===== src/rtl/por_release_sequencer.sv =====
// Power-on reset release sequencer: synchronizes and filters the level-shifted power-good input,
// then releases porb_l, rstb_core and rstb_user in a fixed staged order.
module por_release_sequencer #(
   parameter int unsigned FILTER_CYCLES = 16,
   parameter int unsigned STAGE_DELAY   = 8,
   parameter int unsigned ACK_TIMEOUT   = 200
) (
   input  logic       clock,
   input  logic       resetb,
   input  logic       por_yl,
   input  logic       cfg_done,
   output logic       porb_l,
   output logic       rstb_core,
   output logic       rstb_user,
   output logic       por_fault,
   output logic [2:0] seq_state
);

   typedef enum logic [2:0] {
      StHold    = 3'd0,
      StFilter  = 3'd1,
      StCoreRel = 3'd2,
      StWaitAck = 3'd3,
      StRun     = 3'd4
   } state_e;

   localparam logic [7:0] FilterLast = 8'(FILTER_CYCLES - 1);
   localparam logic [7:0] StageLast  = 8'(STAGE_DELAY - 1);
   localparam logic [7:0] AckLast    = 8'(ACK_TIMEOUT - 1);

   state_e     state, state_nxt;
   logic [7:0] cnt, cnt_nxt;
   logic       sync1, sync2;
   logic       fault_nxt;

   assign seq_state = state;

   // A low synchronized power-good beats every other transition once filtering has begun.
   always_comb begin
      state_nxt = state;
      cnt_nxt   = cnt;
      fault_nxt = por_fault;
      case (state)
         StHold: begin
            cnt_nxt = '0;
            if (sync2) begin
               state_nxt = StFilter;
               cnt_nxt   = 8'd1;
            end
         end
         StFilter: begin
            if (!sync2) begin
               state_nxt = StHold;
               cnt_nxt   = '0;
            end else if (cnt == FilterLast) begin
               state_nxt = StCoreRel;
               cnt_nxt   = '0;
            end else begin
               cnt_nxt = cnt + 8'd1;
            end
         end
         StCoreRel: begin
            if (!sync2) begin
               state_nxt = StHold;
               cnt_nxt   = '0;
            end else if (cnt == StageLast) begin
               state_nxt = StWaitAck;
               cnt_nxt   = '0;
            end else begin
               cnt_nxt = cnt + 8'd1;
            end
         end
         StWaitAck: begin
            if (!sync2) begin
               state_nxt = StHold;
               cnt_nxt   = '0;
            end else if (cfg_done) begin
               state_nxt = StRun;
               cnt_nxt   = '0;
            end else if (cnt == AckLast) begin
               state_nxt = StRun;
               cnt_nxt   = '0;
               fault_nxt = 1'b1;
            end else begin
               cnt_nxt = cnt + 8'd1;
            end
         end
         StRun: begin
            cnt_nxt = '0;
            if (!sync2) begin
               state_nxt = StHold;
            end
         end
         default: begin
            state_nxt = StHold;
            cnt_nxt   = '0;
         end
      endcase
   end

   // Outputs decode the next state so they change on the same edge as the state register.
   always_ff @(posedge clock or negedge resetb) begin
      if (!resetb) begin
         sync1     <= 1'b0;
         sync2     <= 1'b0;
         state     <= StHold;
         cnt       <= '0;
         por_fault <= 1'b0;
         porb_l    <= 1'b0;
         rstb_core <= 1'b0;
         rstb_user <= 1'b0;
      end else begin
         sync1     <= por_yl;
         sync2     <= sync1;
         state     <= state_nxt;
         cnt       <= cnt_nxt;
         por_fault <= fault_nxt;
         porb_l    <= (state_nxt == StCoreRel) || (state_nxt == StWaitAck) || (state_nxt == StRun);
         rstb_core <= (state_nxt == StWaitAck) || (state_nxt == StRun);
         rstb_user <= (state_nxt == StRun);
      end
   end

endmodule


===== config.mk =====
export PLATFORM = sky130hd
export DESIGN_NAME = por_release_sequencer
export DESIGN_NICKNAME = d
export VERILOG_FILES = /design/src/rtl/por_release_sequencer.sv
export SDC_FILE = /design/constraint.sdc
export NUM_CORES = 1
export LEC_CHECK = 0
export CAP_MARGIN = 20
export CORE_UTILIZATION = 38
export DETAILED_ROUTE_END_ITERATION = 10
export DONT_BUFFER_PORTS = 1
export PLACE_DENSITY = 0.5
export SKIP_LAST_GASP = 1
export SLEW_MARGIN = 30
export SYNTH_ARGS = -nofsm -noshare
export SYNTH_HDL_FRONTEND = slang
export SYNTH_SLANG_ARGS = --single-unit

===== constraint.sdc =====
create_clock -name clock -period 2.8 [get_ports clock]
set_input_delay 0.56 -clock clock [delete_from_list [all_inputs] [get_ports clock]]
set_output_delay 0.56 -clock clock [all_outputs]
set_load 0.05 [all_outputs]

==> results_dict.tcl <==
set metrics [dict create \
    status "complete, no violations" \
    power.density_nw_per_um2 456 \
    startpoint_type "flip-flop" \
    skew_ps 3.01 \
    synth_enable_flop_cells 0 \
    placementRows 16 \
    cts_resized 0 \
    netlist_area_sq_um 825 \
    clk_path_buf_depth 2 \
    vias 546 \
    synth.distinct_cells 34 \
    ys_seq_area_frac 0.516 \
    p_sw_frac 0.228 \
    worst-path-buf-inv 0 \
    ys_seq_elements 17 \
    grt_first_pass_wirelength_microns 2570 \
    utilization 0.443 \
    hold_viol 0 \
    ios 11 \
    cts_sinks 17 \
    initial_core_util 0.412 \
    ff2ff_path_depth 4 \
    avgSynthCellArea_sq_um 11.0 \
    netlist_top_cells_area "dfrtp_1 (52%), xnor2_1 (4.2%), nor2_1 (4.1%)" \
    yosys.area.top_type "dfrtp_1" \
    required_ps 2990 \
    seq_power_share 0.635 \
    core_sq_um 2000 \
    max_stage_delay_ps 630 \
    tightest_slew_ps 769 \
    clock_power_share 0.319 \
    place_hpwl_microns 1020 \
    slowest_stage "dfrtp_1" \
    root_buffer "clkbuf_4" \
    worstSetupEndpointType "flip-flop" \
    die_w_microns 48.6 \
    finalCritPeriodShare 0.658 \
    holdPathStages 0 \
    syn-num-nets 80 \
    cts_tree "yes" \
    critPathKind "flip-flop to flip-flop" \
    ir_worst_vdd_v 0.000269 \
    fin_nets 84 \
    wirelength_microns 1450 \
    regArea_sq_um 425 \
    placed_cells 100 \
    ctsHoldBuffers 1 \
    setup_tns_ps 0 \
    ys.flop_type "dfrtp_1" \
    setup-violations-final 0 \
    overflow 0 \
    grt_max_degree 18 \
    max_freq_mhz 543 \
    hp-class "primary input to flip-flop" \
    drt_iter0_markers 9 \
    drv_cap 0 \
    ys_warn_count 0 \
    power_leakage_nw 0.376 \
    die_y_microns 48.6 \
    r2r-end "cnt[0]" \
    drive_gt1_frac 0.115 \
    place_congestion 0.699 \
    relSlewSlack 0.486 \
    grt_pass1_vias 551 \
    grt_usage 0.143 \
    portBuffers 0 \
    critPathTopFamily "flip-flops" \
    multi_input_area_sq_um 384 \
    synth.top_cell.area_share 0.516 \
    cts_buffers 3 \
    postCtsSetupBuffers 0 \
    comb_power_share 0.046 \
    power_switching_w 0.0000925 \
    wl_per_cell_microns 13.8 \
    min_period_ps 1840 \
    clk_pin_slew_ps 90 \
    first_pass_iters 4 \
    hp-start "por_yl" \
    rrSetupSlack_ps 960 \
    drv_slew 0 \
    antenna_cells 0 \
    antenna_found_initial 0 \
    drtAntennaViolNets 0 \
    via_per_inst 5.20 \
    drc 0 \
    internal_power_w 0.000312 \
    grt_setup_unrepaired "false" \
    dieArea_sq_um 2360 \
    timing.rr.start "seq_state[2]" \
    async_flop_share 1.00 \
    htreeDepth 1 \
    syn2layout_area_growth_pct 7.59 \
    synthMostInstantiatedCell "dfrtp_1" \
    crit_arrival_ps 2030 \
    path_max_fanout 8 \
    synth_common_cells "dfrtp_1 (17), nor2_1 (9), nand2_1 (5)" \
    clk_latency_ps 290 \
    synthCells 75 \
    crit_path_cell_trace "nand2b_2 > a2111oi_2 > nor3_4 > o32ai_1" \
    whs_endpoint "sync1" \
    nFillCells 200 \
    post_layout_nonfiller_instances 105 \
]
==> logic make-up (layout without fill, tap and decap cells) <==
family | count (synthesis) | in the layout | share of synthesized area
compound gates | 15 | 15 | 0.143
flops | 17 | 17 | 0.516
fa+ha+maj | 1 | 1 | 0.0152
buf+inv | 4 | 7 | 0.0182
simple gates | 32 | 32 | 0.244
xor+xnor | 6 | 6 | 0.0637
==> layer usage <==
layer	vias to the layer above	part of all wire	routed length, microns	GRT usage
li1	271	-	-	-
met1	260	0.52	753	0.202
met2	11	0.42	605	0.195
met3	4	0.032	46	0.0377
met4	0	0.028	41	0.0882
met5	-	0	0	0
==> per-stage QoR <==
step	hold WS, ps	worst slack [ps]	instance area (sq um)	total power [W]
after global placement	265	1010	851	0.000275
after detailed placement	265	971	851	0.000275
after CTS	280	955	887	0.000414
after global routing	270	853	887	0.000427
after floorplan	264	1100	825	0.000272
final	291	957	887	0.000405
==> placed cells by master (no fill, tap or decap), types with 2 or more instances in the layout <==
cell type and count:
nand3_1 3, nor3_1 2, and3_1 2, xnor2_1 4, a21oi_1 2, clkbuf_4 3
nand2_1 5, inv_1 2, dfrtp_1 17, nor2_1 9, a21boi_0 2, xor2_1 2
o21ai_0 2
==> power by group through the flow <==
stage          sequential (W)  clock, W  combinational [W]
2_1_floorplan        0.000260         0          0.0000126
3_3_place_gp         0.000262         0          0.0000130
3_5_place_dp         0.000262         0          0.0000131
4_1_cts              0.000257  0.000138          0.0000192
5_1_grt              0.000258  0.000147          0.0000218
6_report             0.000257  0.000129          0.0000186
==> registers in the layout (all words and copies together) (netlist names) <==
signal and count:
sync1 1, seq_state 3, por_fault 1, porb_l 1
rstb_user 1, cnt 8, sync2 1, rstb_core 1
==> how the worst max path moves through the flow <==
stage               slack [ps]    startpoint     end  cells past startpoint
floorplan                 1100  seq_state[0]  cnt[0]                      5
global placement          1010  seq_state[2]  cnt[0]                      4
detailed placement         970  seq_state[2]  cnt[0]                      4
CTS                        950  seq_state[2]  cnt[0]                      4
global route               850  seq_state[2]  cnt[0]                      4
finish                     960  seq_state[2]  cnt[0]                      4
==> worst reg2reg max path, delay by kind of cell, from the launching register on <==
kind / cells / cell delay, ps
AOI/OAI and AO/OA: 2 / 610
DFF: 1 / 630
and+or+nand+nor: 2 / 510
==> layout make-up <==
cell class | instances | area share
flip-flops and latches | 17 | 0.480
multi-input cells | 54 | 0.433
well taps | 27 | 0.0381
clock buffers | 4 | 0.0296
repair buffers | 1 | 0.0113
inverters | 2 | 0.00846
Power figures use the tool's default switching activity.
